**src/rtl/fir_rd_req.sv**
```systemverilog
// Walks the input buffer, issuing one cache-line read per line under almost-full and credit backpressure.
// Latency: first read two cycles after start is sampled. Optional perf counters: FIR_RD_REQ_PERF_EN.
module fir_rd_req #(
   parameter int ADDR_W          = 42,
   parameter int MDATA_W         = 16,
   parameter int MAX_OUTSTANDING = 64
) (
   input  logic               clk,
   input  logic               reset,
   input  logic [31:0]        hc_control,
   input  logic [ADDR_W-1:0]  buf_addr,
   input  logic [31:0]        buf_size,
   input  logic               c0TxAlmFull,
   output logic               rd_valid,
   output logic [ADDR_W-1:0]  rd_addr,
   output logic [MDATA_W-1:0] rd_mdata,
   input  logic               rsp_valid,
   output logic               busy,
   output logic               done,
   output logic [31:0]        perf_cycles,
   output logic [31:0]        perf_stalls
);
   localparam int OUT_W = $clog2(MAX_OUTSTANDING) + 1;
   localparam logic [OUT_W-1:0] MAX_OUT = OUT_W'(MAX_OUTSTANDING);

   typedef enum logic [1:0] {IDLE, ISSUE, DRAIN, DONE} state_t;

   state_t             state_q;
   logic               start_q;
   logic [ADDR_W-1:0]  base_q;
   logic [26:0]        lines_q;
   logic [26:0]        issued_q, issued_d;
   logic [26:0]        returned_q, returned_d;
   logic [OUT_W-1:0]   outstanding_q, outstanding_d;
   logic               rd_valid_q, busy_q, done_q;
   logic [ADDR_W-1:0]  rd_addr_q;
   logic [MDATA_W-1:0] rd_mdata_q;
   logic               start_evt, issue_ok, rsp_ok;
   logic [32:0]        lines_sum;
   logic [26:0]        lines_new;
   logic               unused_bits;

   // Round the byte size up to whole 64-byte lines without losing the carry.
   assign lines_sum   = {1'b0, buf_size} + 33'd63;
   assign lines_new   = lines_sum[32:6];
   assign unused_bits = ^{hc_control[31:1], lines_sum[5:0]};

   always_comb begin
      start_evt     = hc_control[0] & ~start_q;
      issue_ok      = (state_q == ISSUE) & ~c0TxAlmFull &
                      (outstanding_q < MAX_OUT) & (issued_q < lines_q);
      // A response with nothing in flight is stale (e.g. after reset) and is dropped.
      rsp_ok        = rsp_valid & (state_q != IDLE) & (outstanding_q != '0);
      issued_d      = issued_q + 27'(issue_ok);
      returned_d    = returned_q + 27'(rsp_ok);
      outstanding_d = outstanding_q;
      if (issue_ok & ~rsp_ok)
         outstanding_d = outstanding_q + OUT_W'(1);
      else if (~issue_ok & rsp_ok)
         outstanding_d = outstanding_q - OUT_W'(1);
   end

   always_ff @(posedge clk or posedge reset) begin
      if (reset) begin
         state_q       <= IDLE;
         start_q       <= 1'b0;
         base_q        <= '0;
         lines_q       <= '0;
         issued_q      <= '0;
         returned_q    <= '0;
         outstanding_q <= '0;
         rd_valid_q    <= 1'b0;
         rd_addr_q     <= '0;
         rd_mdata_q    <= '0;
         busy_q        <= 1'b0;
         done_q        <= 1'b0;
      end else begin
         start_q       <= hc_control[0];
         rd_valid_q    <= 1'b0;
         issued_q      <= issued_d;
         returned_q    <= returned_d;
         outstanding_q <= outstanding_d;
         if (issue_ok) begin
            rd_valid_q <= 1'b1;
            rd_addr_q  <= base_q + ADDR_W'(issued_q);
            rd_mdata_q <= MDATA_W'(issued_q);
         end
         case (state_q)
            IDLE: begin
               if (start_evt) begin
                  base_q        <= buf_addr;
                  lines_q       <= lines_new;
                  issued_q      <= '0;
                  returned_q    <= '0;
                  outstanding_q <= '0;
                  state_q       <= (lines_new == '0) ? DONE : ISSUE;
                  busy_q        <= (lines_new != '0);
                  done_q        <= (lines_new == '0);
               end
            end
            ISSUE: begin
               if (issued_q == lines_q)
                  state_q <= DRAIN;
            end
            DRAIN: begin
               if (returned_d == lines_q) begin
                  state_q <= DONE;
                  busy_q  <= 1'b0;
                  done_q  <= 1'b1;
               end
            end
            DONE: begin
               if (!hc_control[0]) begin
                  state_q <= IDLE;
                  done_q  <= 1'b0;
               end
            end
            default: state_q <= IDLE;
         endcase
      end
   end

   assign rd_valid = rd_valid_q;
   assign rd_addr  = rd_addr_q;
   assign rd_mdata = rd_mdata_q;
   assign busy     = busy_q;
   assign done     = done_q;

`ifdef FIR_RD_REQ_PERF_EN
   logic [31:0] perf_cycles_q, perf_stalls_q;

   always_ff @(posedge clk or posedge reset) begin
      if (reset) begin
         perf_cycles_q <= '0;
         perf_stalls_q <= '0;
      end else if ((state_q == IDLE) && start_evt) begin
         perf_cycles_q <= '0;
         perf_stalls_q <= '0;
      end else begin
         if (busy_q && (perf_cycles_q != '1))
            perf_cycles_q <= perf_cycles_q + 32'd1;
         if ((state_q == ISSUE) && (issued_q < lines_q) && c0TxAlmFull && (perf_stalls_q != '1))
            perf_stalls_q <= perf_stalls_q + 32'd1;
      end
   end

   assign perf_cycles = perf_cycles_q;
   assign perf_stalls = perf_stalls_q;
`else
   assign perf_cycles = '0;
   assign perf_stalls = '0;
`endif

endmodule

```
**config.mk**
```make
export PLATFORM = sky130hd
export DESIGN_NAME = fir_rd_req
export DESIGN_NICKNAME = d
export VERILOG_FILES = /design/src/rtl/fir_rd_req.sv
export SDC_FILE = /design/constraint.sdc
export NUM_CORES = 1
export LEC_CHECK = 0
export ABC_AREA = 1
export CAP_MARGIN = 20
export CORE_ASPECT_RATIO = 1.5
export CORE_MARGIN = 8
export CORE_UTILIZATION = 30
export DETAILED_ROUTE_END_ITERATION = 16
export MAX_ROUTING_LAYER = met4
export PLACE_DENSITY_LB_ADDON = 0.08
export SETUP_SLACK_MARGIN = 0.02
export SLEW_MARGIN = 20
export SYNTH_ARGS = -nofsm -noshare
export SYNTH_HDL_FRONTEND = slang
export SYNTH_SLANG_ARGS = --single-unit
```
**constraint.sdc**
```tcl
create_clock -name clk -period 6.8 [get_ports clk]
set_input_delay 0.68 -clock clk [delete_from_list [all_inputs] [get_ports clk]]
set_output_delay 0.68 -clock clk [all_outputs]
set_load 0.05 [all_outputs]
```
; Yosys cells after proc, flatten, opt, wreduce, memory -nomap -nowiden
; Index checks and enable logic that the tools add are counted.
; Widths: inputs -> output; s select.
[totals]
ff_bits = 194
in_bits = 110
word_cells = 74
[op_classes]
add_sub_neg = 6
magnitude_cmp = 2
n_eq_ne = 9
n_mux = 22
bitwise = 12
n_reduce_logical = 11
[op_table]
columns = operator, count
row1 = $mux 27, 4
row2 = $add 27x1->27, 2
row3 = $eq 27x27->1, 2
row4 = $add 42x27->42, 1
row5 = $add 32x6->33 const B, 1
row6 = $mux 7, 4
row7 = $logic_not 27->1, 1
row8 = $lt 27x27->1, 1
row9 = $reduce_bool 27->1, 1
row10 = $mux 2, 5
row11 = $and 1x1->1, 8
row12 = $pmux 2 s4, 1
row13 = $reduce_and 4->1, 2
row14 = $add 7x1->7 const B, 1
row15 = $lt 7x7->1 const B, 1
row16 = $reduce_bool 7->1, 1
row17 = $sub 7x1->7 const B, 1
row18 = $mux 1, 6
row19 = $ne 2x2->1 const B, 3
row20 = $eq 2x2->1 const B, 2
row21 = $not 1->1, 4
row22 = $reduce_bool 2->1, 2
row23 = $pmux 1 s3, 1
row24 = $reduce_and 3->1, 1
row25 = other kinds (6), 6

; Logic depth before layout (Yosys ltp)
; Gate-level depths: netlist (run 1).
[depth]
ltp_word = 10
mapped_depth = 26

; Worst setup path after synthesis (run 1)
; OpenSTA, ideal clock, no wires.
[synth_timing]
kind = register to register
from = register issued_q[24]
to = register issued_q[26]
setup_time_ns = 0.072
arrival_ns = 3.399
required_ns = 6.728
setup_slack_ns = 3.329
stages_incl_launch_ff = 25
n_path_buf = 1
period_less_slack_ns = 3.471
path_cell_list = dfrtp_1 -> ha_1 -> a21oi_1 -> nor2_1 -> a211oi_1 -> nand2_1 -> a21oi_1 -> nand3_1 -> inv_1 -> buf_2 -> ha_1 -> ha_1 -> nand2_1 -> nor2_2 -> nand3_2 -> nor3_4 -> nand2_2 -> nor2_2 -> nand3_2 -> inv_2 -> nand2_1 -> nor3_2 -> xor2_1 -> inv_1 -> nor2_1
[synth_via]
elab_chain_len = 5
[synth_rtl]
columns = element, line_no
row1 = start: declaration, 32  ; logic [26:0] issued_q, issued_d;
row2 = start signal: assignment, 80  ; issued_q <= issued_d;
row3 = $lt 27x27->1 (*), 51  ; (outstanding_q < MAX_OUT) & (issued_q < lines_q);
row4 = $and 1x1->1 (*), 51
row5 = named net issue_ok, 38  ; logic start_evt, issue_ok, rsp_ok;
row6 = $add 27x1->27 (*), 54  ; issued_d = issued_q + 27'(issue_ok);
row7 = $mux 27, 90  ; if (start_evt) begin
row8 = $mux 27 (*), 88  ; case (state_q)
; Mark *: on every way through the listed nets, which the timed path passes. The rest lies on a longest branch.
; A chain may end at the register's enable or synchronous reset.

; Worst setup path in the final report (run 1)
[layout_timing]
from = register issued_q[12]
to = register issued_q[26]
[layout_via]
elab_chain_len = 5
[layout_rtl]
columns = element, line_no
row1 = $lt 27x27->1, 51
row2 = $and 1x1->1, 51
row3 = $add 27x1->27 (*), 54
row4 = $mux 27, 90
row5 = $mux 27 (*), 88
; Every way passes the cells marked *; elsewhere a longest branch is shown, timed or not.

==> results of run 1 <==
==> layout by cell type (no fill, tap or decap), drive strengths merged, types with 2 or more instances in the layout <==
cell type | netlist | layout
nand2 | 607 | 607
nor2 | 218 | 218
inv | 212 | 216
dfrtp | 194 | 194
clkdlybuf4s50 | 0 | 139
o21ai | 125 | 125
nand3 | 108 | 108
a21oi | 74 | 74
ha | 64 | 64
conb | 1 | 64
xor2 | 39 | 39
nand4 | 19 | 19
nor3 | 19 | 19
clkbuf | 27 | 19
xnor2 | 13 | 13
nand3b | 11 | 11
o21bai | 10 | 10
buf | 70 | 7
a21o | 5 | 5
clkinv | 0 | 5
a21boi | 4 | 4
nor4 | 4 | 4
o211ai | 3 | 3
nor3b | 3 | 3
a31oi | 3 | 3
o31ai | 3 | 3
or2 | 3 | 3
bufinv | 0 | 3
a31o | 2 | 2
o21a | 2 | 2
xnor3 | 2 | 2
==> per-stage QoR <==
step / worst slack (ns) / util / area, µm² / hold WS, ns / total power, µW
finish: 2.45 / 0.360 / 15500 / 0.476 / 5350
floorplan: 0.836 / - / 13300 / 0.448 / 3500
detailed placement: 2.46 / 0.345 / 14800 / 0.467 / 4320
global route: 1.93 / 0.360 / 15500 / 0.500 / 5750
global placement: 2.42 / 0.345 / 14800 / 0.464 / 4300
CTS: 2.38 / 0.360 / 15500 / 0.484 / 5450
==> power by group <==
group / internal, µW / switching (µW) / leakage (µW)
logic: 785 / 1650 / 0.00459
registers: 1530 / 279 / 0.00253
clock network: 595 / 512 / 0.000302
total: 2910 / 2440 / 0.00742
==> flip-flops by register name, indices dropped and copies added, names as in the netlist <==
signal and count:
rd_valid 1, outstanding_q 7, busy 1, returned_q 27, rd_addr 42, state_q 2, start_q 1, base_q 42
issued_q 27, done 1, rd_mdata 16, lines_q 27
==> cell type report <==
class,instances,area [µm²],share of cell area
sequential,194,4850,0.314
clock buffer,19,433,0.0280
tap,570,713,0.0462
clock inverter,13,193,0.0125
multi-input combinational,1413,7010,0.454
inverter,212,803,0.0520
timing repair buffer,146,1440,0.0934
==> synthesized netlist by cell type, types with 4 or more instances <==
master	n	area, µm²
a21boi_0	4	30.0
a21o_1	5	37.5
a21oi_1	74	370
buf_2	5	25.0
buf_4	64	480
clkbuf_1	27	101
dfrtp_1	194	4850
ha_1	64	801
inv_1	210	788
nand2_1	598	2240
nand2_2	7	43.8
nand3_1	105	526
nand3b_1	11	82.6
nand4_1	19	119
nor2_1	201	754
nor2_2	11	68.8
nor2_4	6	67.6
nor3_1	17	85.1
o21ai_0	125	626
o21bai_1	10	75.1
xnor2_1	13	114
xor2_1	39	342
==> worst register-to-register path, stage by stage (launching register included) <==
cell and delay, ns:
dfrtp_1 0.48, ha_1 0.33, a21oi_1 0.12, o21ai_0 0.09, nand2_1 0.07, o211ai_1 0.13
a21oi_1 0.29, nand3_4 0.36, inv_1 0.14, buf_4 0.27, ha_1 0.24, ha_1 0.17
nand2_1 0.08, nor2_2 0.15, nand3_2 0.12, nor3_4 0.18, nand2_2 0.09, nor2_2 0.15
nand3_2 0.15, inv_2 0.09, nand2_1 0.09, nor3_2 0.15, xor2_1 0.16, inv_1 0.06
nor2_1 0.10
==> logic make-up (layout without fill, tap and decap cells) <==
| kind of cell | Yosys count | in the layout | synth area share |
|---|---|---|---|
| xor gates and xnor gates | 54 | 54 | 0.0384 |
| other | 1 | 64 | 0.000288 |
| and+or+nand+nor | 995 | 995 | 0.320 |
| DFF | 194 | 194 | 0.373 |
| buffers and inverters | 309 | 390 | 0.108 |
| AOI/OAI and AO/OA | 235 | 235 | 0.0974 |
| adders and majority gates | 65 | 65 | 0.0631 |
==> metal layers <==
metal,share of wire,track usage,vias to the layer above
met5,0,-,-
met4,0.018,0.0463,0
met3,0.032,0.0188,34
met2,0.52,0.300,214
met1,0.43,0.191,5350
li1,-,-,6019
==> worst max-delay path by stage <==
| stage | end | cells past startpoint |
|---|---|---|
| global placement | issued_q[24] | 19 |
| floorplan | base_q[0] | 1 |
| detailed placement | issued_q[24] | 19 |
| global route | issued_q[24] | 24 |
| finish | issued_q[26] | 24 |
| CTS | issued_q[26] | 24 |
==> results.py, run 1 <==
metrics = {
    "die": {
        "dieArea_um2": 50500,
        "initial_utilization": 0.303,
        "std_cell_rows": 93,
        "core_um2": 42900,
        "dieHeight_um": 271,
        "io_pins": 235,
        "die_x_um": 186,
    },
    "logic_synthesis": {
        "yosys_warnings": 0,
        "yosysUniqueCellTypes": 47,
        "synth_edf_count": 0,
        "synthCells": 1853,
        "synthFlopType": "dfrtp_1",
        "ys_seq_area_frac": 0.373,
        "avgSynthCellArea_um2": 7.03,
        "synthArstFlopShare": 1.00,
        "ys_ff_latch": 194,
        "syn_area_um2": 13000,
    },
    "clocking": {
        "ctsHoldBuffers": 0,
        "cts_tree": "built",
        "cts_post_setup_buffers_inserted": 0,
        "insertion_delay_ns": 0.46,
        "cts.sinks": 194,
        "clockBufferDepth": 2,
        "cts-resized-gates": 0,
        "cts-root-buf": "clkbuf_16",
        "numCtsBuffers": 17,
        "clk_pin_slew_ns": 0.08,
        "cts_max_level": 4,
    },
    "drt": {
        "ant_nets": 0,
        "drtPass1Iterations": 5,
        "routed_via_density": 4.53,
        "vias": 11600,
        "routedWlPerCell_um": 15.7,
        "routed_wl_um": 40300,
        "drt_drc_violations_left": 0,
        "drt_iter0_drc": 677,
    },
    "cells_and_area": {
        "antenna_cells": 0,
        "area_growth_pct": 18.7,
        "drive_above_1_share": 0.0396,
        "instances_no_fill": 2567,
        "n_fill_cell": 4663,
        "fin_nets": 2159,
    },
    "place": {
        "io_buffer_count": 139,
        "gp_congestion": 0.897,
        "hpwlAfterDp_um": 32200,
        "dp_cells": 2535,
    },
    "worst_hold_path": {
        "hp-start": "busy",
        "hp-class": "reg -> reg",
        "hold_depth": 2,
        "min_to": "busy",
    },
    "setup_path": {
        "r2r_cells": 24,
        "crit_type": "reg -> reg",
        "r2r_end": "issued_q[26]",
        "cp_slowest_stage_delay_ns": 0.48,
        "timing.rr.start": "issued_q[12]",
        "crit_required_ns": 7.17,
        "crit_buf_inv": 4,
        "worstSetupEndpointType": "register",
        "crit_fanout": 30,
        "startpoint_type": "register",
        "worst_path_max_delay_cell": "dfrtp_1",
        "crit_start": "issued_q[12]",
        "crit_chain": "ha_1 -> a21oi_1 -> o21ai_0 -> nand2_1 -> o211ai_1 -> a21oi_1 -> nand3_4 -> inv_1 -> buf_4 -> ha_1 -> ha_1 -> nand2_1 -> nor2_2 -> nand3_2 -> nor3_4 -> nand2_2 -> nor2_2 -> nand3_2 -> inv_2 -> nand2_1 -> nor3_2 -> xor2_1 -> inv_1 -> nor2_1",
        "r2r_setup_slack_ns": 2.45,
        "crit_arrival_ns": 4.72,
        "path_delay_family": "simple AND/OR/NAND/NOR gates",
    },
    "job": {
        "drv_cap": 0,
    },
    "sta": {
        "finClkSkew_ns": 0.0168,
        "rsz0062_at_grt": "no",
        "setup_tns_ns": 0,
        "fmaxAchievable_mhz": 230,
        "setup_viol": 0,
        "final-hold-violation-count": 0,
        "min_period_ns": 4.35,
        "finalMaxSlewViolations": 0,
        "tightest_slew_ns": 0.853,
        "relSlewSlack": 0.431,
        "fin_crit_sh": 0.639,
    },
    "grt": {
        "grt_pass1_vias": 11700,
        "antenna_found_initial": 0,
        "grt_max_degree": 102,
        "grt_overflow": 0,
        "track_usage": 0.167,
        "grt_first_pass_wirelength_um": 63900,
    },
    "power_and_ir_drop": {
        "p_leak_uw": 0.00742,
        "powerDensity_nw_per_um2": 346,
        "ir_drop_mv": 0.160,
    },
    "outcome": {
        "status": "finished clean",
    },
}
(Power assumes the default switching activity.)
==> inputs of run 2 (changes only) <==
- clock period: 6.8 -> 3.5 ns (I/O delays scaled with it)
==> results.py, run 2 (synthesis results as in run 1) <==
metrics = {
    "outcome": {
        "status": "finished clean",
    },
    "clocking": {
        "cts.sinks": 194,
        "cts_max_level": 4,
        "cts_tree": "built",
        "clockBufferDepth": 2,
        "insertion_delay_ns": 0.46,
        "ctsHoldBuffers": 0,
        "clk_pin_slew_ns": 0.08,
        "numCtsBuffers": 17,
        "cts-root-buf": "clkbuf_16",
    },
    "setup_path": {
        "crit_arrival_ns": 3.71,
        "startpoint_type": "register",
        "crit_required_ns": 3.88,
        "r2r_setup_slack_ns": 0.18,
        "r2r_cells": 23,
        "crit_fanout": 3,
        "worstSetupEndpointType": "register",
        "crit_type": "reg -> reg",
    },
    "cells_and_area": {
        "antenna_cells": 0,
        "stdcell_area_um2": 16300,
        "drive_above_1_share": 0.0970,
        "final_common_cell": "nand2_1",
        "mostFrequentLayoutCells": "nand2_1, nor2_1, dfrtp_1, inv_1, clkdlybuf4s50_1",
        "fin_nets": 2235,
        "final_util": 0.380,
        "area_growth_pct": 25.2,
    },
    "sta": {
        "finClkSkew_ns": 0.0131,
        "min_period_ns": 3.32,
        "setup_viol": 0,
        "rsz0062_at_grt": "yes",
        "relSlewSlack": 0.426,
        "final-hold-violation-count": 0,
        "fmaxAchievable_mhz": 301,
        "tightest_slew_ns": 0.861,
        "finalMaxSlewViolations": 0,
        "fin_crit_sh": 0.949,
    },
    "power_and_ir_drop": {
        "power_frac_comb": 0.477,
        "powerDensity_nw_per_um2": 661,
        "sw_frac_of_total": 0.455,
        "power.share.clock": 0.199,
        "p_leak_uw": 0.00784,
        "ir_drop_mv": 0.354,
        "seqPwrFrac": 0.324,
        "p_switching_uw": 4900,
        "power.internal_uw": 5880,
    },
    "drt": {
        "drt_drc_violations_left": 0,
        "vias": 11900,
        "drt_iter0_drc": 533,
        "ant_nets": 0,
        "routedWlPerCell_um": 15.6,
        "routed_wl_um": 41100,
        "drtPass1Iterations": 5,
        "routed_via_density": 4.49,
    },
    "grt": {
        "grt_overflow": 0,
        "grt_pass1_vias": 12100,
        "grt_max_degree": 142,
        "track_usage": 0.169,
        "antenna_found_initial": 0,
        "grt_first_pass_wirelength_um": 65100,
    },
    "die": {
        "core_um2": 42900,
        "dieArea_um2": 50500,
        "die_x_um": 186,
        "dieHeight_um": 271,
        "io_pins": 235,
        "initial_utilization": 0.303,
        "std_cell_rows": 93,
    },
    "place": {
        "hpwlAfterDp_um": 32400,
        "placedInstanceArea_um2": 15300,
        "io_buffer_count": 139,
        "gp_congestion": 0.857,
    },
    "job": {
        "drv_cap": 0,
    },
    "worst_hold_path": {
        "hp-class": "in -> async",
    },
}
==> run 2: timing repair <==
| action | 4_1_cts | 5_1_grt |
|---|---|---|
| pin swaps | 0 | 24 |
| buffers inserted | 0 | 14 |
| endpoints found under the hold margin | 0 | 0 |
| setup endpoints to repair | 2 | 12 |
| gates resized for setup | 1 | 60 |
==> run 2: power groups by stage <==
stage	logic, µW	registers (µW)	clock network (µW)
2_1_floorplan	2500	4310	0
3_3_place_gp	4990	3520	0
3_5_place_dp	5050	3530	0
4_1_cts	5070	3490	2220
5_1_grt	5700	3590	2290
6_report	5140	3490	2150
==> run 2: worst paths after layout <==
path                                from       endpoint
min in group clk           hc_control[0]        start_q
hold / removal                     reset     rd_addr[5]
setup reg to reg            issued_q[24]   issued_q[26]
hold reg to reg                     done           done
max in group asynchronous          reset  returned_q[7]
setup / recovery            issued_q[24]   issued_q[26]
==> run 2: critical path, cell delays in order, from the launching register on <==
cell      delay [ns]
dfrtp_1         0.42
ha_4            0.26
a21oi_2         0.12
nor2_1          0.06
a211oi_2        0.21
nand2_1         0.13
a21oi_2         0.16
nand3_4         0.11
inv_4           0.08
ha_4            0.14
ha_4            0.14
nand2_4         0.05
nor2_4          0.13
nand3_4         0.09
nor3_4          0.19
nand2_2         0.10
nor2_4          0.15
nand3_4         0.11
inv_4           0.08
nand2_4         0.05
nor3_4          0.17
xor2_1          0.17
inv_1           0.05
nor2_1          0.08
==> run 2: final cells by class <==
cell class	instances	area (µm²)
Clock buffer	18	439
Clock inverter	14	196
Fill cell	4602	26600
Inverter	212	805
Multi-Input combinational cell	1413	7250
Sequential cell	194	4850
Tap cell	570	713
Timing Repair Buffer	222	2040
==> run 2: metrics by stage <==
stage                     hold slack, ns  setup TNS, ns  power (µW)  worst slack (ns)  std cells
final                              0.138              0       10800             0.178       2643
after global routing               0.123        -0.0535       11600           -0.0451       2643
after CTS                          0.115              0       10800            0.0313       2629
after detailed placement           0.462              0        8570            0.0444       2597
after global placement             0.464              0        8520            0.0425       2597
after floorplan                    0.381              0        6810            0.0287       1916
==> run 2: layer usage <==
metal  wire, µm  global-route usage  part of all wire  up-vias
met5          0                   -                 0        -
met4        533              0.0369             0.013        0
met3        991              0.0184             0.024       26
met2      21900               0.309              0.53      188
met1      17700               0.194              0.43     5481
li1           -                   -                 -     6184
==> inputs of run 3 (changes only) <==
- GPL_TIMING_DRIVEN: not set -> 0
==> results.py, run 3 (synthesis results as in run 1) <==
metrics = {
    "outcome": {
        "status": "finished clean",
    },
    "clocking": {
        "clk_pin_slew_ns": 0.08,
        "numCtsBuffers": 17,
        "cts-root-buf": "clkbuf_16",
        "insertion_delay_ns": 0.46,
        "cts_max_level": 4,
        "cts_tree": "built",
        "ctsHoldBuffers": 0,
        "clockBufferDepth": 2,
        "cts.sinks": 194,
    },
    "sta": {
        "min_period_ns": 3.25,
        "finalMaxSlewViolations": 0,
        "worst_hold_slack_ns": 0.267,
        "finClkSkew_ns": 0.0192,
        "final-hold-violation-count": 0,
        "rsz0062_at_grt": "yes",
        "fin_crit_sh": 0.929,
        "fmaxAchievable_mhz": 307,
        "tightest_slew_ns": 0.915,
        "setup_viol": 0,
        "relSlewSlack": 0.390,
    },
    "drt": {
        "drt_drc_violations_left": 0,
        "ant_nets": 0,
        "routedWlPerCell_um": 16.7,
        "drt_iter0_drc": 761,
        "vias": 12400,
        "drtPass1Iterations": 7,
        "routed_wl_um": 45800,
        "routed_via_density": 4.53,
    },
    "worst_hold_path": {
        "hp-class": "in -> async",
    },
    "cells_and_area": {
        "fin_nets": 2329,
        "area_growth_pct": 30.8,
        "final_common_cell": "nand2_1",
        "instances_no_fill": 2738,
        "mostFrequentLayoutCells": "nand2_1, nor2_1, inv_1, dfrtp_1, clkdlybuf4s50_1",
        "n_fill_cell": 4530,
        "final_util": 0.396,
        "regArea_um2": 4880,
        "drive_above_1_share": 0.137,
        "stdcell_area_um2": 17000,
        "multi_input_area_um2": 7330,
    },
    "setup_path": {
        "worst-path-stages": 25,
        "crit_type": "reg -> reg",
        "timing.rr.start": "lines_q[22]",
        "path_delay_family": "simple AND/OR/NAND/NOR gates",
        "r2r_end": "issued_q[26]",
        "crit_buf_inv": 5,
        "r2r_cells": 25,
        "worstSetupEndpointType": "register",
        "crit_arrival_ns": 3.64,
        "r2r_setup_slack_ns": 0.25,
        "worst_path_max_delay_cell": "dfrtp_1",
        "cp_slowest_stage_delay_ns": 0.38,
        "crit_fanout": 3,
        "crit_required_ns": 3.88,
        "startpoint_type": "register",
    },
    "die": {
        "std_cell_rows": 93,
        "dieHeight_um": 271,
        "core_um2": 42900,
        "die_x_um": 186,
        "initial_utilization": 0.303,
        "dieArea_um2": 50500,
        "io_pins": 235,
    },
    "grt": {
        "track_usage": 0.189,
        "grt_first_pass_wirelength_um": 70700,
        "grt_overflow": 0,
        "grt_pass1_vias": 12500,
        "grt_max_degree": 31,
        "antenna_found_initial": 2,
    },
    "place": {
        "hpwlAfterDp_um": 36800,
        "io_buffer_count": 139,
        "gp_congestion": 0.898,
        "dp_cells": 2632,
        "placedInstanceArea_um2": 15500,
    },
    "power_and_ir_drop": {
        "ir_drop_mv": 0.331,
        "powerDensity_nw_per_um2": 647,
        "p_leak_uw": 0.00819,
    },
    "job": {
        "drv_cap": 0,
    },
}
run 3: cell types whose count changed in the layout (fill, tap and decap cells not counted), moves of 3 or more:
| cell | previous run | this run |
|---|---|---|
| dfrtp_2 | 0 | 17 |
| inv_2 | 17 | 24 |
| clkbuf_1 | 0 | 28 |
| inv_1 | 191 | 186 |
| ha_4 | 11 | 15 |
| buf_4 | 81 | 137 |
| dfrtp_1 | 194 | 177 |
| ha_1 | 51 | 48 |
| buf_2 | 0 | 4 |
| buf_12 | 2 | 6 |
run 3: final cells by class:
| class | instances | area share |
|---|---|---|
| Buffer | 96 | 0.0356 |
| Tap cell | 570 | 0.0419 |
| Clock inverter | 14 | 0.00992 |
| Inverter | 212 | 0.0473 |
| Clock buffer | 18 | 0.0252 |
| Antenna cell | 1 | 0.000147 |
| Sequential cell | 194 | 0.286 |
| Multi-Input combinational cell | 1413 | 0.430 |
| Timing Repair Buffer | 220 | 0.123 |
run 3: report_power, final:
part	total [µW]	internal [µW]	switching [µW]
Sequential	3510	2980	532
Combinational	5450	1900	3560
Clock	2060	1020	1030
Total	11000	5900	5120
run 3: worst max path at each step:
stage,endpoint,start,slack (ns)
after floorplan,issued_q[26],issued_q[24],0.03
after detailed placement,issued_q[26],lines_q[14],-1.50
after CTS,issued_q[26],lines_q[24],-0.03
after global routing,done,state_q[0],0.008
after global placement,issued_q[26],c0TxAlmFull,-1.49
final,issued_q[26],lines_q[22],0.25
run 3: worst register-to-register path: cells and delay by family (launching register included):
kind                       cells  cell delay [ns]
AOI/OAI and AO/OA              3             0.34
xor gates and xnor gates       1             0.16
adders and majority gates      3             0.56
buffers and inverters          5             0.42
DFF                            1             0.38
and+or+nand+nor               13             1.31
run 3: stage by stage:
stage | setup WS [ns] | setup TNS [ns] | total power [µW]
floorplan | 0.0287 | 0 | 6810
global placement | -1.49 | -280.03 | 8550
detailed placement | -1.50 | -23.86 | 8620
CTS | -0.0282 | -0.0282 | 11000
global route | 0.00796 | 0 | 11800
finish | 0.247 | 0 | 11000
run 3: routing by layer:
layer	track usage	vias up	share of wire
met5	-	-	0
met4	0.0668	0	0.028
met3	0.0279	47	0.038
met2	0.332	249	0.52
met1	0.213	5715	0.41
li1	-	6383	-
run 3: timing repair:
action,4_1_cts,5_1_grt
gates cloned,0,0
endpoints found under the setup margin,32,16
resized for setup,62,41
buffers inserted,34,39
endpoints found under the hold margin,0,0
pin swaps,16,25
